--- src/rtl/serial_frame_pkg.sv ---
// Shared FSM state encoding and line-level constants for the serial frame receiver.
package serial_frame_pkg;

  typedef enum logic [1:0] {
    S_IDLE   = 2'd0,
    S_DATA   = 2'd1,
    S_PARITY = 2'd2,
    S_STOP   = 2'd3
  } state_t;

  localparam logic START_BIT = 1'b1;
  localparam logic STOP_BIT  = 1'b0;

endpackage

--- src/rtl/serial_frame_receiver_if.sv ---
// Output word channel of the serial frame receiver: payload, error flags and valid/ready.
interface serial_frame_receiver_if #(
  parameter int unsigned DATA_W = 8
) ();

  logic [DATA_W-1:0] out_data;
  logic              out_valid;
  logic              out_ready;
  logic              frame_err;
  logic              parity_err;

  modport master (
    output out_data,
    output out_valid,
    output frame_err,
    output parity_err,
    input  out_ready
  );

  modport slave (
    input  out_data,
    input  out_valid,
    input  frame_err,
    input  parity_err,
    output out_ready
  );

endinterface

--- src/rtl/rx_out_buffer.sv ---
// Single-entry valid/ready holding register for received words with overrun detection.
// A word arriving while an unaccepted word is held is dropped and flagged by a one-cycle overrun pulse.
module rx_out_buffer #(
  parameter int unsigned DATA_W = 8
) (
  input  logic                        clk,
  input  logic                        rst,
  input  logic                        load,
  input  logic [DATA_W-1:0]           load_data,
  input  logic                        load_fe,
  input  logic                        load_pe,
  serial_frame_receiver_if.master     rx,
  output logic                        overrun
);

  logic [DATA_W-1:0] data_q;
  logic              valid_q;
  logic              fe_q;
  logic              pe_q;

  // Hold register: load when empty or being accepted this edge, otherwise drop and flag overrun.
  always_ff @(posedge clk or posedge rst) begin
    if (rst) begin
      data_q  <= '0;
      valid_q <= 1'b0;
      fe_q    <= 1'b0;
      pe_q    <= 1'b0;
      overrun <= 1'b0;
    end else begin
      overrun <= 1'b0;
      if (load) begin
        if (!valid_q || rx.out_ready) begin
          data_q  <= load_data;
          fe_q    <= load_fe;
          pe_q    <= load_pe;
          valid_q <= 1'b1;
        end else begin
          overrun <= 1'b1;
        end
      end else if (valid_q && rx.out_ready) begin
        valid_q <= 1'b0;
      end
    end
  end

  assign rx.out_data   = data_q;
  assign rx.out_valid  = valid_q;
  assign rx.frame_err  = fe_q;
  assign rx.parity_err = pe_q;

endmodule

--- src/rtl/serial_frame_receiver.sv ---
// Serial frame receiver: start bit, DATA_W payload bits MSB first, optional parity, stop bit.
// Optional parity bit and parity_err checking are compiled in with SERIAL_FRAME_PARITY_EN.
module serial_frame_receiver
  import serial_frame_pkg::*;
#(
  parameter int unsigned DATA_W = 8
) (
  input  logic                    clk,
  input  logic                    rst,
  input  logic                    din,
  serial_frame_receiver_if.master rx,
  output logic                    overrun,
  output logic                    busy
);

  localparam logic [5:0] CNT_LAST = 6'(DATA_W - 1);

  state_t            state;
  logic [5:0]        cnt;
  logic [DATA_W-1:0] shift;
  logic              word_load;
  logic              word_fe;
  logic              word_pe;

`ifdef SERIAL_FRAME_PARITY_EN
  logic              par_err_q;
`endif

  // Frame FSM and payload shifter.
  always_ff @(posedge clk or posedge rst) begin
    if (rst) begin
      state <= S_IDLE;
      cnt   <= '0;
      shift <= '0;
`ifdef SERIAL_FRAME_PARITY_EN
      par_err_q <= 1'b0;
`endif
    end else begin
      case (state)
        S_IDLE: begin
          if (din == START_BIT) begin
            state <= S_DATA;
            cnt   <= '0;
          end
        end
        S_DATA: begin
          shift <= {shift[DATA_W-2:0], din};
          cnt   <= cnt + 6'd1;
          if (cnt == CNT_LAST) begin
`ifdef SERIAL_FRAME_PARITY_EN
            state <= S_PARITY;
`else
            state <= S_STOP;
`endif
          end
        end
`ifdef SERIAL_FRAME_PARITY_EN
        S_PARITY: begin
          par_err_q <= (^shift) ^ din;
          state     <= S_STOP;
        end
`endif
        S_STOP:  state <= S_IDLE;
        default: state <= S_IDLE;
      endcase
    end
  end

  // The stop bit is judged in the STOP cycle itself so the word lands in the buffer on that edge.
  assign word_load = (state == S_STOP);
  assign word_fe   = (din != STOP_BIT);
`ifdef SERIAL_FRAME_PARITY_EN
  assign word_pe   = par_err_q;
`else
  assign word_pe   = 1'b0;
`endif

  assign busy = (state != S_IDLE);

  rx_out_buffer #(.DATA_W(DATA_W)) u_out_buffer (
    .clk       (clk),
    .rst       (rst),
    .load      (word_load),
    .load_data (shift),
    .load_fe   (word_fe),
    .load_pe   (word_pe),
    .rx        (rx),
    .overrun   (overrun)
  );

endmodule

--- src/flat_wrapper.sv ---
// flat-port wrapper written by rule: the top's interface ports become plain ports
module serial_frame_receiver_flat import serial_frame_pkg::*;
#(
  parameter int unsigned DATA_W = 8
)
  (clk, rst, din, overrun, busy, rx_out_data, rx_out_valid, rx_frame_err, rx_parity_err, rx_out_ready);
  serial_frame_receiver_if #(.DATA_W(DATA_W)) rx_i ();
  input  logic clk;
  input  logic rst;
  input  logic din;
  output logic overrun;
  output logic busy;
  output wire logic [$bits(rx_i.out_data)-1:0] rx_out_data;
  output wire logic [$bits(rx_i.out_valid)-1:0] rx_out_valid;
  output wire logic [$bits(rx_i.frame_err)-1:0] rx_frame_err;
  output wire logic [$bits(rx_i.parity_err)-1:0] rx_parity_err;
  input wire logic [$bits(rx_i.out_ready)-1:0] rx_out_ready;
  assign rx_out_data = rx_i.out_data;
  assign rx_out_valid = rx_i.out_valid;
  assign rx_frame_err = rx_i.frame_err;
  assign rx_parity_err = rx_i.parity_err;
  assign rx_i.out_ready = rx_out_ready;
  serial_frame_receiver #(.DATA_W(DATA_W)) u_core (.clk(clk), .rst(rst), .din(din), .rx(rx_i), .overrun(overrun), .busy(busy));
endmodule
--- config.mk ---
export PLATFORM = sky130hd
export DESIGN_NAME = serial_frame_receiver_flat
export DESIGN_NICKNAME = d
export VERILOG_FILES = /design/src/rtl/serial_frame_pkg.sv /design/src/rtl/serial_frame_receiver_if.sv /design/src/rtl/rx_out_buffer.sv /design/src/rtl/serial_frame_receiver.sv /design/src/flat_wrapper.sv
export SDC_FILE = /design/constraint.sdc
export NUM_CORES = 1
export LEC_CHECK = 0
export BUFFER_PORTS_ARGS = -buffer_cell sky130_fd_sc_hd__buf_4
export CORE_ASPECT_RATIO = 0.9
export CORE_MARGIN = 2
export CORE_UTILIZATION = 40
export DETAILED_ROUTE_END_ITERATION = 10
export SLEW_MARGIN = 20
export SYNTH_ARGS = -nofsm -noshare
export SYNTH_HDL_FRONTEND = slang
export SYNTH_SLANG_ARGS = --single-unit
--- constraint.sdc ---
create_clock -name clk -period 2.8 [get_ports clk]
set_input_delay 0.14 -clock clk [delete_from_list [all_inputs] [get_ports clk]]
set_output_delay 0.14 -clock clk [all_outputs]
set_load 0.01 [all_outputs]
# Word level (Yosys, flattened, before mapping)
# Cells that the tools add are included.
dict set report word_totals {
  ff_bits 27
  inputBits 4
  output_inout_bits 13
  wordCells 35
}
dict set report classes {
  addsub 1
  eq_ne 6
  mux 10
  reduce_logical 11
}
# operator n
set op_table {}
lappend op_table {{$pmux 6 s2} 1}
lappend op_table {{$reduce_and 2->1} 4}
lappend op_table {{$add 6x1->6 const B} 1}
lappend op_table {{$eq 6x3->1 const B} 1}
lappend op_table {{$mux 6} 1}
lappend op_table {{$reduce_bool 2->1} 3}
lappend op_table {{$mux 1} 5}
lappend op_table {{$mux 2} 2}
lappend op_table {{$ne 2x1->1 const B} 2}
lappend op_table {{$pmux 2 s2} 1}
lappend op_table {{$eq 2x1->1 const B} 1}
lappend op_table {{$eq 2x2->1 const B} 1}
lappend op_table {{$logic_not 2->1} 1}
lappend op_table {{$ne 2x2->1 const B} 1}
lappend op_table {{$logic_and 1x1->1} 1}
lappend op_table {{$logic_not 1->1} 1}
lappend op_table {{$logic_or 1x1->1} 1}

# Depth between registers and ports, before layout
dict set report depth {
  ltp_word 4
  ltp_mapped 4
  mapped_depth_nobuf 4
}

# Cells and area by module
# From an unflattened synthesis, not the netlist that was laid out.
dict set report unflattened {
  cells_unflattened 84
  area_unflattened_um2 1189.9
}
# module n_inst cells_per_inst area_each_um2 seq_area_each_um2
set by_module_without_submodules {}
lappend by_module_without_submodules {serial_frame_receiver 1 56 699.4 400.4}
lappend by_module_without_submodules {rx_out_buffer 1 28 490.5 300.3}

# Worst setup path after synthesis
# Ideal clock, no wire load.
dict set report synth_path {
  path_kind {flip-flop to flip-flop}
  start {reg u_core.u_out_buffer.valid_q (netlist: u_core.u_out_buffer.rx.out_valid)}
  end {reg u_core.u_out_buffer.fe_q (netlist: u_core.u_out_buffer.rx.frame_err)}
  setup_time_ps 128
  arrival_time_ps 1097
  t_required_ps 2672
  slack_ps 1575
  path_stages_with_launch 5
  path_buffers 1
  period_less_slack_ps 1225
  cell_sequence {dfrtp_1 > nand2b_1 > nor2b_1 > buf_4 > mux2_1}
}
dict set report synth_between {
  elab_chain_len 3
}
# element line
set synth_rtl {}
lappend synth_rtl {{start: declaration} rx_out_buffer.sv:17} ;# logic valid_q;
lappend synth_rtl {{start signal: assignment} rx_out_buffer.sv:25} ;# valid_q <= 1'b0;
lappend synth_rtl {{start signal: assignment} rx_out_buffer.sv:36} ;# valid_q <= 1'b1;
lappend synth_rtl {{start signal: assignment} rx_out_buffer.sv:41} ;# valid_q <= 1'b0;
lappend synth_rtl {{$logic_not 1->1} rx_out_buffer.sv:32} ;# if (!valid_q || rx.out_ready) begin
lappend synth_rtl {{$logic_or 1x1->1} rx_out_buffer.sv:32}
lappend synth_rtl {{$reduce_and 2->1 (no source line)} n/a}
lappend synth_rtl {{end signal: assignment} rx_out_buffer.sv:34} ;# fe_q <= load_fe;
lappend synth_rtl {{end: declaration} rx_out_buffer.sv:18} ;# logic fe_q;
# Every way passes these cells.
# A chain may end at the register's enable or synchronous reset.

# Final worst setup path
dict set report layout_path {
  start {reg u_core.state[0]}
  end {reg u_core.u_out_buffer.data_q[5] (netlist: u_core.u_out_buffer.rx.out_data[5])}
}
dict set report layout_between {
  elab_chain_len 2
}
# element line
set layout_rtl {}
lappend layout_rtl {{start: declaration} serial_frame_receiver.sv:18} ;# state_t state;
lappend layout_rtl {{start signal: assignment} serial_frame_receiver.sv:32} ;# state <= S_IDLE;
lappend layout_rtl {{start signal: assignment} serial_frame_receiver.sv:42} ;# state <= S_DATA;
lappend layout_rtl {{start signal: assignment} serial_frame_receiver.sv:53} ;# state <= S_STOP;
lappend layout_rtl {{$eq 2x2->1} serial_frame_receiver.sv:70} ;# assign word_load = (state == S_STOP);
lappend layout_rtl {{$reduce_and 2->1 (no source line)} n/a}
lappend layout_rtl {{end signal: assignment} rx_out_buffer.sv:33} ;# data_q <= load_data;
lappend layout_rtl {{end: declaration} rx_out_buffer.sv:16} ;# logic [DATA_W-1:0] data_q;
# Every way passes these cells.

==> impl_metrics.yaml <==
clock_network:
  post_cts.resized_instances: 0
  clk_latency_ns: 0.33
  cts_root_buf: "sky130_fd_sc_hd__clkbuf_4"
  cts.repair_timing.setup_buffer_count: 0
  clock_tree.htree_level_count: 1
  cts.hold.buffers_added: 0
  clk_path_buf_depth: 2
  worst_setup_hold_path_clk_slew_ns: 0.16
  numCtsBuffers: 3
  cts.sinks: 27
  tritoncts: "built"
floorplan:
  die-width_um: 59.46
  floorplan.die_area_sq_um: 3206
  num_io_pins: 17
  std_cell_rows: 18
  floorplan.initialDensity_pct: 41.32
  floorplan.core_area_sq_um: 2680
  die_h_um: 53.92
status:
  status: "completed"
sta:
  max-slew-margin-rel_pct: 42.74
  clock_period_minus_final_worst_setup_slack_ns: 1.764
  fmax_mhz: 566.9
  timing.final.crit_share_pct: 63.00
  grt_setup_unrepaired: "false"
  tightestPinTransition_ns: 0.8571
  number_of_pins_with_negative_max_slew_slack_in_the_final_report: 0
  fin_ws_ns: 1.036
  setup-violations-final: 0
  setup_tns_ns: 0
  worst_clock_skew_ns: 0.009550
  fin_worst_hold_slack_ns: 0.01427
  hold_violations: 0
finish:
  most_frequent_standard_cell_in_the_layout_excluding_fill_and_tap_cells: "sky130_fd_sc_hd__nand2_1"
  final_net_count: 123
  most-common-layout-cells: "sky130_fd_sc_hd__nand2_1 (30), sky130_fd_sc_hd__dfrtp_1 (27), sky130_fd_sc_hd__buf_4 (15), sky130_fd_sc_hd__mux2_1 (10), sky130_fd_sc_hd__nand3_1 (4)"
  post_route_cells_drive_above_1_share_pct: 18.80
  final_cells: 147
  finalInstanceArea_sq_um: 1272
  synth_to_final_area_change_pct: 14.92
  final_core_utilization_pct: 47.48
  n_fill_cell: 253
  antenna_cells: 0
route:
  detailedRoute.firstPassIterationCount: 4
  drt-initial-drc-count: 15
  detail_route.drc_violations: 0
  routedWlPerCell_um: 13.22
  drt_wl_total_um: 1943
  viasPerCell: 4.959
  antenna_left: 0
  via_count: 729
logic_synthesis:
  postSynthAreaPerCell_sq_um: 10.96
  post_synth_inst_count: 101
  synth_ff_type: "sky130_fd_sc_hd__dfrtp_1"
  synth_top_cells_by_area: "sky130_fd_sc_hd__dfrtp_1 (61%), sky130_fd_sc_hd__mux2_1 (10%), sky130_fd_sc_hd__nand2_1 (10%), sky130_fd_sc_hd__nand3_1 (1.8%), sky130_fd_sc_hd__nand2b_1 (1.7%)"
  synth.cell_area_sq_um: 1107
  yosys_register_bits: 27
  synthArstFlopShare_pct: 100.0
  syn-num-nets: 106
  yosysSeqAreaShare_pct: 61.02
  synth_enable_flop_cells: 0
  yosys.cell_types.count: 23
  synth_largest_area_cell: "sky130_fd_sc_hd__dfrtp_1"
  yosys_warnings: 0
  synthDominantCellAreaShare_pct: 61.02
place:
  place_ws_ns: 1.052
  placed_cells_incl_taps: 142
  place_hpwl_um: 1275
  gp_routability_congestion: 0.8067
  port_buffers: 15
  placedInstanceArea_sq_um: 1232
critical_path:
  reg2reg_depth: 3
  timing.critical_path.from: "u_core.state[0]"
  cp-endpoint: "u_core.u_out_buffer.rx.out_data[5]"
  peak_fanout_along_the_critical_path: 9
  timing.critical_path.slowest_stage_cell: "sky130_fd_sc_hd__nor2b_1"
  worstSetupPathType: "register to register"
  critical-path-max-stage-delay_ns: 0.68
  cp-end-kind: "register"
  critical_path.cell_chain: "nand2_1 > nor2b_1 > mux2_1"
  critical_path_arrival_ns: 1.99
  r2r_start: "u_core.state[0]"
  r2r_setup_slack_ns: 1.04
  critical_path.startpoint_type: "register"
  rr_endpoint: "u_core.u_out_buffer.rx.out_data[5]"
  cp_data_required_time_ns: 3.03
grt:
  gr-total-overflow: 0
  grt.total_usage_pct: 13.94
  maximum_number_of_pins_on_one_net_before_global_route_repair: 28
  grt_pass1_vias: 694
  grt_first_pass_wirelength_um: 3215
  initial_antenna_violation_count: 0
hold_path:
  hold_path.class: "input port to register"
power_and_ir_drop:
  p_total_mw: 1.330
  powerDensity_nw_per_um2: 1045
  ir_worst_vdd_mv: 0.3156
  power.static_leakage_nw: 0.6256
run:
  cap_violations: 0
==> Yosys cell counts, types with 2 or more instances <==
library cell	n
sky130_fd_sc_hd__nor2_1	2
sky130_fd_sc_hd__nor2b_1	2
sky130_fd_sc_hd__o21ai_0	3
sky130_fd_sc_hd__nand2_1	30
sky130_fd_sc_hd__inv_1	3
sky130_fd_sc_hd__dfrtp_1	27
sky130_fd_sc_hd__buf_4	2
sky130_fd_sc_hd__mux2_1	10
sky130_fd_sc_hd__buf_2	2
sky130_fd_sc_hd__nand2b_1	3
sky130_fd_sc_hd__nand3_1	4
sky130_fd_sc_hd__a22o_1	2
==> registers in the layout, indices dropped and copies added, names as in the netlist <==
register / flops
u_core.cnt: 6
u_core.shift: 8
u_core.state: 2
u_core.u_out_buffer.overrun: 1
u_core.u_out_buffer.rx.frame_err: 1
u_core.u_out_buffer.rx.out_data: 8
u_core.u_out_buffer.rx.out_valid: 1
==> worst max-delay path, delay by kind of cell (launching register included) <==
family / cells / cell delay (ns)
muxes: 1 / 0.39
and+or+nand+nor: 2 / 0.80
DFF: 1 / 0.48
==> cells by family (layout without fill, tap and decap cells) <==
family / Yosys count / after routing / share of synthesized area, %
simple gates: 46 / 46 / 18.53
flops: 27 / 27 / 61.02
mux: 10 / 10 / 10.17
compound gates: 9 / 9 / 5.537
buf+inv: 7 / 23 / 3.276
fa+ha+maj: 1 / 1 / 1.130
other cells: 1 / 1 / 0.3387
==> layer usage <==
| metal | vias to the layer above | wire length (um) | part of all wire (%) | GRT usage [%] |
|---|---|---|---|---|
| li1 | 365 | - | - | - |
| met1 | 349 | 1045 | 54 | 19.24 |
| met2 | 13 | 826 | 43 | 21.43 |
| met3 | 2 | 50 | 2.6 | 2.163 |
| met4 | 0 | 19 | 0.98 | 6.818 |
| met5 | - | 0 | 0 | 0 |
==> final cells by class <==
cell class | instances | area [sq um] | share of cell area [%]
flip-flops and latches | 27 | 675.6 | 53.10
multi-input cells | 67 | 395.4 | 31.07
repair buffers | 16 | 122.6 | 9.636
well taps | 30 | 37.54 | 2.950
clock buffers | 3 | 22.52 | 1.770
inverters | 3 | 11.26 | 0.8850
clock inverters | 1 | 7.507 | 0.5900
==> where the power goes <==
| group | internal, mW | switching, mW | total (mW) |
|---|---|---|---|
| registers | 0.559 | 0.134 | 0.692 |
| clock network | 0.0545 | 0.120 | 0.174 |
| logic | 0.231 | 0.232 | 0.463 |
==> how the worst min path moves through the flow <==
stage,start,endpoint,slack (ns),cells after the start
finish,din,u_core.shift[0],0.01,3
global route,din,u_core.shift[0],0.02,3
CTS,din,u_core.shift[0],0.01,3
detailed placement,din,u_core.shift[0],0.36,3
global placement,din,u_core.shift[0],0.37,3
floorplan,rst,u_core.cnt[0],0.19,1
Power figures use the tool's default switching activity.
